**src/rtl/ip_rom_arbiter.sv**
```systemverilog
// ip_rom_arbiter: shares a single-port boot ROM between a CPU bridge (port 0)
// and a loader engine (port 1). Each access is one n_cs/n_rd strobe, a wait for
// rom_rdata_en (bounded by TIMEOUT), and a one-cycle ack to the granted port.
module ip_rom_arbiter #(
    parameter int unsigned ADDR_W  = 10,
    parameter int unsigned TIMEOUT = 4
) (
    input  logic              clk,
    input  logic              reset,
    input  logic              req0,
    input  logic [ADDR_W-1:0] addr0,
    output logic              ack0,
    input  logic              req1,
    input  logic [ADDR_W-1:0] addr1,
    output logic              ack1,
    output logic [7:0]        rdata,
    output logic              err,
    output logic              busy,
    output logic              rom_n_cs,
    output logic              rom_n_rd,
    output logic [ADDR_W-1:0] rom_address,
    input  logic [7:0]        rom_rdata,
    input  logic              rom_rdata_en
);

    localparam int unsigned CNT_W = (TIMEOUT > 2) ? $clog2(TIMEOUT) : 1;
    localparam logic [CNT_W-1:0] CNT_LAST = CNT_W'(TIMEOUT - 1);

    typedef enum logic [1:0] {
        IDLE  = 2'd0,
        ISSUE = 2'd1,
        WAIT  = 2'd2,
        DONE  = 2'd3
    } state_t;

    state_t           state;
    logic             last_grant;
    logic             grant;
    logic [CNT_W-1:0] cnt;
    logic             pick1;

    // Round-robin choice: port 1 only if alone, or both request and port 0 went last
    always_comb begin
        pick1 = req1 && (!req0 || (last_grant == 1'b0));
    end

    // Access sequencer with registered ROM strobes, ack, data and status
    always_ff @(posedge clk) begin
        if (reset) begin
            state       <= IDLE;
            last_grant  <= 1'b1;
            grant       <= 1'b0;
            cnt         <= '0;
            ack0        <= 1'b0;
            ack1        <= 1'b0;
            rdata       <= '0;
            err         <= 1'b0;
            busy        <= 1'b0;
            rom_n_cs    <= 1'b1;
            rom_n_rd    <= 1'b1;
            rom_address <= '0;
        end else begin
            case (state)
                IDLE: begin
                    ack0 <= 1'b0;
                    ack1 <= 1'b0;
                    if (req0 || req1) begin
                        grant       <= pick1;
                        last_grant  <= pick1;
                        rom_address <= pick1 ? addr1 : addr0;
                        rom_n_cs    <= 1'b0;
                        rom_n_rd    <= 1'b0;
                        busy        <= 1'b1;
                        state       <= ISSUE;
                    end
                end
                ISSUE: begin
                    rom_n_cs <= 1'b1;
                    rom_n_rd <= 1'b1;
                    cnt      <= '0;
                    state    <= WAIT;
                end
                WAIT: begin
                    if (rom_rdata_en) begin
                        rdata <= rom_rdata;
                        err   <= 1'b0;
                        ack0  <= ~grant;
                        ack1  <= grant;
                        state <= DONE;
                    end else if (cnt == CNT_LAST) begin
                        rdata <= 8'hFF;
                        err   <= 1'b1;
                        ack0  <= ~grant;
                        ack1  <= grant;
                        state <= DONE;
                    end else begin
                        cnt <= cnt + 1'b1;
                    end
                end
                DONE: begin
                    ack0  <= 1'b0;
                    ack1  <= 1'b0;
                    err   <= 1'b0;
                    busy  <= 1'b0;
                    state <= IDLE;
                end
                default: begin
                    state <= IDLE;
                end
            endcase
        end
    end

endmodule
```
**config.mk**
```make
export PLATFORM = sky130hd
export DESIGN_NAME = ip_rom_arbiter
export DESIGN_NICKNAME = d
export VERILOG_FILES = /design/src/rtl/ip_rom_arbiter.sv
export SDC_FILE = /design/constraint.sdc
export NUM_CORES = 1
export LEC_CHECK = 0
export ABC_CLOCK_PERIOD_IN_PS = 1860
export CAP_MARGIN = 20
export CORE_MARGIN = 2
export CORE_UTILIZATION = 40
export CTS_CLUSTER_SIZE = 16
export DETAILED_ROUTE_END_ITERATION = 12
export HOLD_SLACK_MARGIN = 0.08
export PLACE_DENSITY_LB_ADDON = 0.15
export SYNTH_ARGS = -nofsm -noshare
export SYNTH_HDL_FRONTEND = slang
export SYNTH_SLANG_ARGS = --single-unit
```
**constraint.sdc**
```tcl
create_clock -name clk -period 1.86 [get_ports clk]
set_clock_uncertainty 0.15 [all_clocks]
set_input_delay 0.372 -clock clk [delete_from_list [all_inputs] [get_ports clk]]
set_output_delay 0.372 -clock clk [all_outputs]
set_load 0.03 [all_outputs]
```
==> results of run 1 <==
-- worst max-delay path by stage --
stage	from	to	slack, ns	depth (start not counted)
2_1_floorplan	state[0]$_SDFFE_PP0P_	rom_n_rd$_SDFFE_PP1P_	0.26	4
3_3_place_gp	req0	rom_n_rd$_SDFFE_PP1P_	-0.03	3
3_5_place_dp	req0	rom_n_rd$_SDFFE_PP1P_	-0.06	3
4_1_cts	state[0]$_SDFFE_PP0P_	state[0]$_SDFFE_PP0P_	0.09	5
5_1_grt	state[0]$_SDFFE_PP0P_	rom_address[2]$_SDFFE_PP0P_	0.02	6
6_report	state[0]$_SDFFE_PP0P_	rom_n_rd$_SDFFE_PP1P_	0.11	4
-- flip-flops by register name, summed over array words and instances (netlist names) --
| register | count |
|---|---|
| rom_address | 10 |
| rdata | 8 |
| cnt | 2 |
| state | 2 |
| ack0 | 1 |
| ack1 | 1 |
| busy | 1 |
| err | 1 |
| grant | 1 |
| last_grant | 1 |
| rom_n_rd | 1 |
-- power breakdown --
group          switching, mW  internal [mW]
Clock                  0.231          0.142
Combinational          0.780          0.525
Sequential             0.103          0.801
-- per-layer routing --
layer,GRT usage [%],up-vias
met4,5.59,0
met1,22.9,608
met5,0,-
li1,-,651
met2,37.3,36
met3,6.61,0
-- stage by stage --
step | hold WS [ns] | cells | util [%]
finish | 0.314 | 260 | 64.2
global route | 0.332 | 260 | 64.2
CTS | 0.318 | 260 | 64.1
detailed placement | 0.301 | 252 | 63.3
global placement | 0.294 | 252 | 63.3
floorplan | 0.276 | 151 | -
-- what timing repair did --
| action | CTS | global route |
|---|---|---|
| setup buffers | 0 | 0 |
| cloned | 0 | 0 |
| gates resized for setup | 24 | 1 |
| endpoints found under the setup margin | 24 | 1 |
-- cell type report --
class / instances / share of cell area (%)
Clock buffer: 5 / 1.91
Sequential cell: 29 / 29.6
Multi-Input combinational cell: 110 / 32.7
Inverter: 3 / 0.574
Timing Repair Buffer: 66 / 31.5
Clock inverter: 3 / 0.893
Tap cell: 44 / 2.81
-- cell usage after synthesis (all sizes together) --
cell	instances	area, sq um
o21a	2	15.0
a21boi	1	11.3
dfxtp	29	581
a211oi	11	82.6
clkbuf	3	11.3
or2	1	6.26
or3b	2	20.0
nand2b	3	18.8
nor2	29	109
a21oi	17	88.8
nor3	10	50.1
a31oi	1	6.26
or4bb	1	11.3
inv	3	11.3
a221o	1	10.0
nand2	12	45.0
ha	6	75.1
nor3b	2	15.0
nand3b	1	7.51
nand3	3	15.0
a22oi	1	7.51
a2bb2o	1	10.0
o2bb2ai	1	8.76
a21bo	1	10.0
buf	6	35.0
o21ai	3	15.0
-- cells by family (layout without fill, tap and decap cells) --
family          count (synthesis)  in the layout  synth area share (%)
compound gates                 40             40                  20.8
fa+ha+maj                       6              6                  5.88
buf+inv                        12             77                  4.51
flops                          29             29                  45.5
simple gates                   64             64                  23.3
==> results.sh, run 1 <==
export IMPL_min_period_over_period_pct=94.2
export IMPL_r2r_end="rom_n_rd$_SDFFE_PP1P_"
export IMPL_yosys_warnings=0
export IMPL_register_area_sq_um=581
export IMPL_finalSetupViolCount=0
export IMPL_critPathLaunchType="register"
export IMPL_grt_usage_pct=20.5
export IMPL_whs_path_depth=1
export IMPL_fin_ws_ns=0.109
export IMPL_path_max_fanout=7
export IMPL_drive_gt1_share_pct=11.1
export IMPL_rows=20
export IMPL_p_total_mw=2.58
export IMPL_min_from="grant$_SDFFE_PP0P_"
export IMPL_reg2reg_from="state[0]$_SDFFE_PP0P_"
export IMPL_cp_arrival_ns=1.83
export IMPL_cap_violations=0
export IMPL_die_x_um=60.5
export IMPL_cts_buffers_inserted=5
export IMPL_critical_path_slowest_cell="or3b_1"
export IMPL_start_util_pct=41.8
export IMPL_dr_pass1_iters=4
export IMPL_drc_errors=0
export IMPL_fin_area_sq_um=1960
export IMPL_synth_seq_cells=29
export IMPL_crit_required_ns=1.94
export IMPL_highest_layer="met3"
export IMPL_synth_cells=151
export IMPL_drtAntennaViolNets=0
export IMPL_p_per_area_nw_per_um2=1320
export IMPL_grt_max_degree=16
export IMPL_critPathCaptureType="register"
export IMPL_drv_slew=0
export IMPL_cp_num_buf_inv=1
export IMPL_clk_latency_ns=0.32
export IMPL_max_freq_mhz=571
export IMPL_p_leak_nw=0.854
export IMPL_ff2ff_setup_slack_ns=0.11
export IMPL_final_common_cell="clkdlybuf4s50_1"
export IMPL_grt_pass1_vias=1296
export IMPL_multi_input_area_sq_um=641
export IMPL_post_drt_wl_per_cell_um=13.0
export IMPL_routed_wl_um=3370
export IMPL_critPathTopFamily="simple AND/OR/NAND/NOR gates"
export IMPL_grt_pass1_wl_um=5570
export IMPL_hold_path_class="reg2reg"
export IMPL_rsz0062_at_grt="false"
export IMPL_cts_tree="built"
export IMPL_hpwlAfterDp_um=2590
export IMPL_period_minus_slack_ns=1.75
export IMPL_vdd_drop_max_uv=772
export IMPL_port_buffers=56
export IMPL_slowest_delay_ns=0.43
export IMPL_syn_area_sq_um=1280
export IMPL_antenna_found_initial=0
export IMPL_dpl_cell_area_sq_um=1930
export IMPL_fp_dieH_um=60.5
export IMPL_globalplace_congestion=0.818
export IMPL_min_to="ack0$_SDFFE_PP0P_"
export IMPL_syn2layout_area_growth_pct=53.6
export IMPL_ios=57
export IMPL_crit_chain="inv_1, ha_1, or3b_1, a221o_1"
export IMPL_worstMarginPinSlew_ns=0.323
export IMPL_synth_area_per_cell_sq_um=8.45
export IMPL_path_clk_slew_ns=0.10
export IMPL_critical_path_class="reg2reg"
export IMPL_drtIter0Drc=52
export IMPL_nFillCells=293
export IMPL_clock_root_buffer="clkbuf_4"
export IMPL_setup_tns_ns=0
export IMPL_route_met3_wl_um=222
export IMPL_final_cell_mix="32 x clkdlybuf4s50_1, 29 x nor2_1, 29 x dfxtp_1"
export IMPL_diodes=0
export IMPL_syn_num_nets=190
export IMPL_seq_area_frac_synth_pct=45.5
export IMPL_dp_slack_ns=-0.0595
export IMPL_finalHoldViolCount=0
export IMPL_layout_nets=254
export IMPL_grt_overflow=0
export IMPL_core_area_sq_um=3050
export IMPL_wl_met1_um=1420
export IMPL_cts_hold_buffers=0
export IMPL_vias=1295
export IMPL_max_slew_margin_rel_pct=78.4
export IMPL_die_area_sq_um=3660
export IMPL_rr_worst_depth=4
export IMPL_clockBufferDepth=2
export IMPL_via_per_inst=4.98
export IMPL_ys_types=30
export IMPL_status="completed"
export IMPL_wl_met2_um=1730
export IMPL_htreeDepth=2
export IMPL_cts_sinks=29
No activity file was read; power rests on OpenSTA's default activity.
==> inputs of run 2 (changes only) <==
--- a/config.mk
+++ b/config.mk
@@ -6,7 +6,6 @@
 export NUM_CORES = 1
 export LEC_CHECK = 0
 export ABC_CLOCK_PERIOD_IN_PS = 1860
-export CAP_MARGIN = 20
 export CORE_MARGIN = 2
 export CORE_UTILIZATION = 40
 export CTS_CLUSTER_SIZE = 16
==> results of run 2 <==
No change in the layout: final DEF, timing and power equal those of run 1.
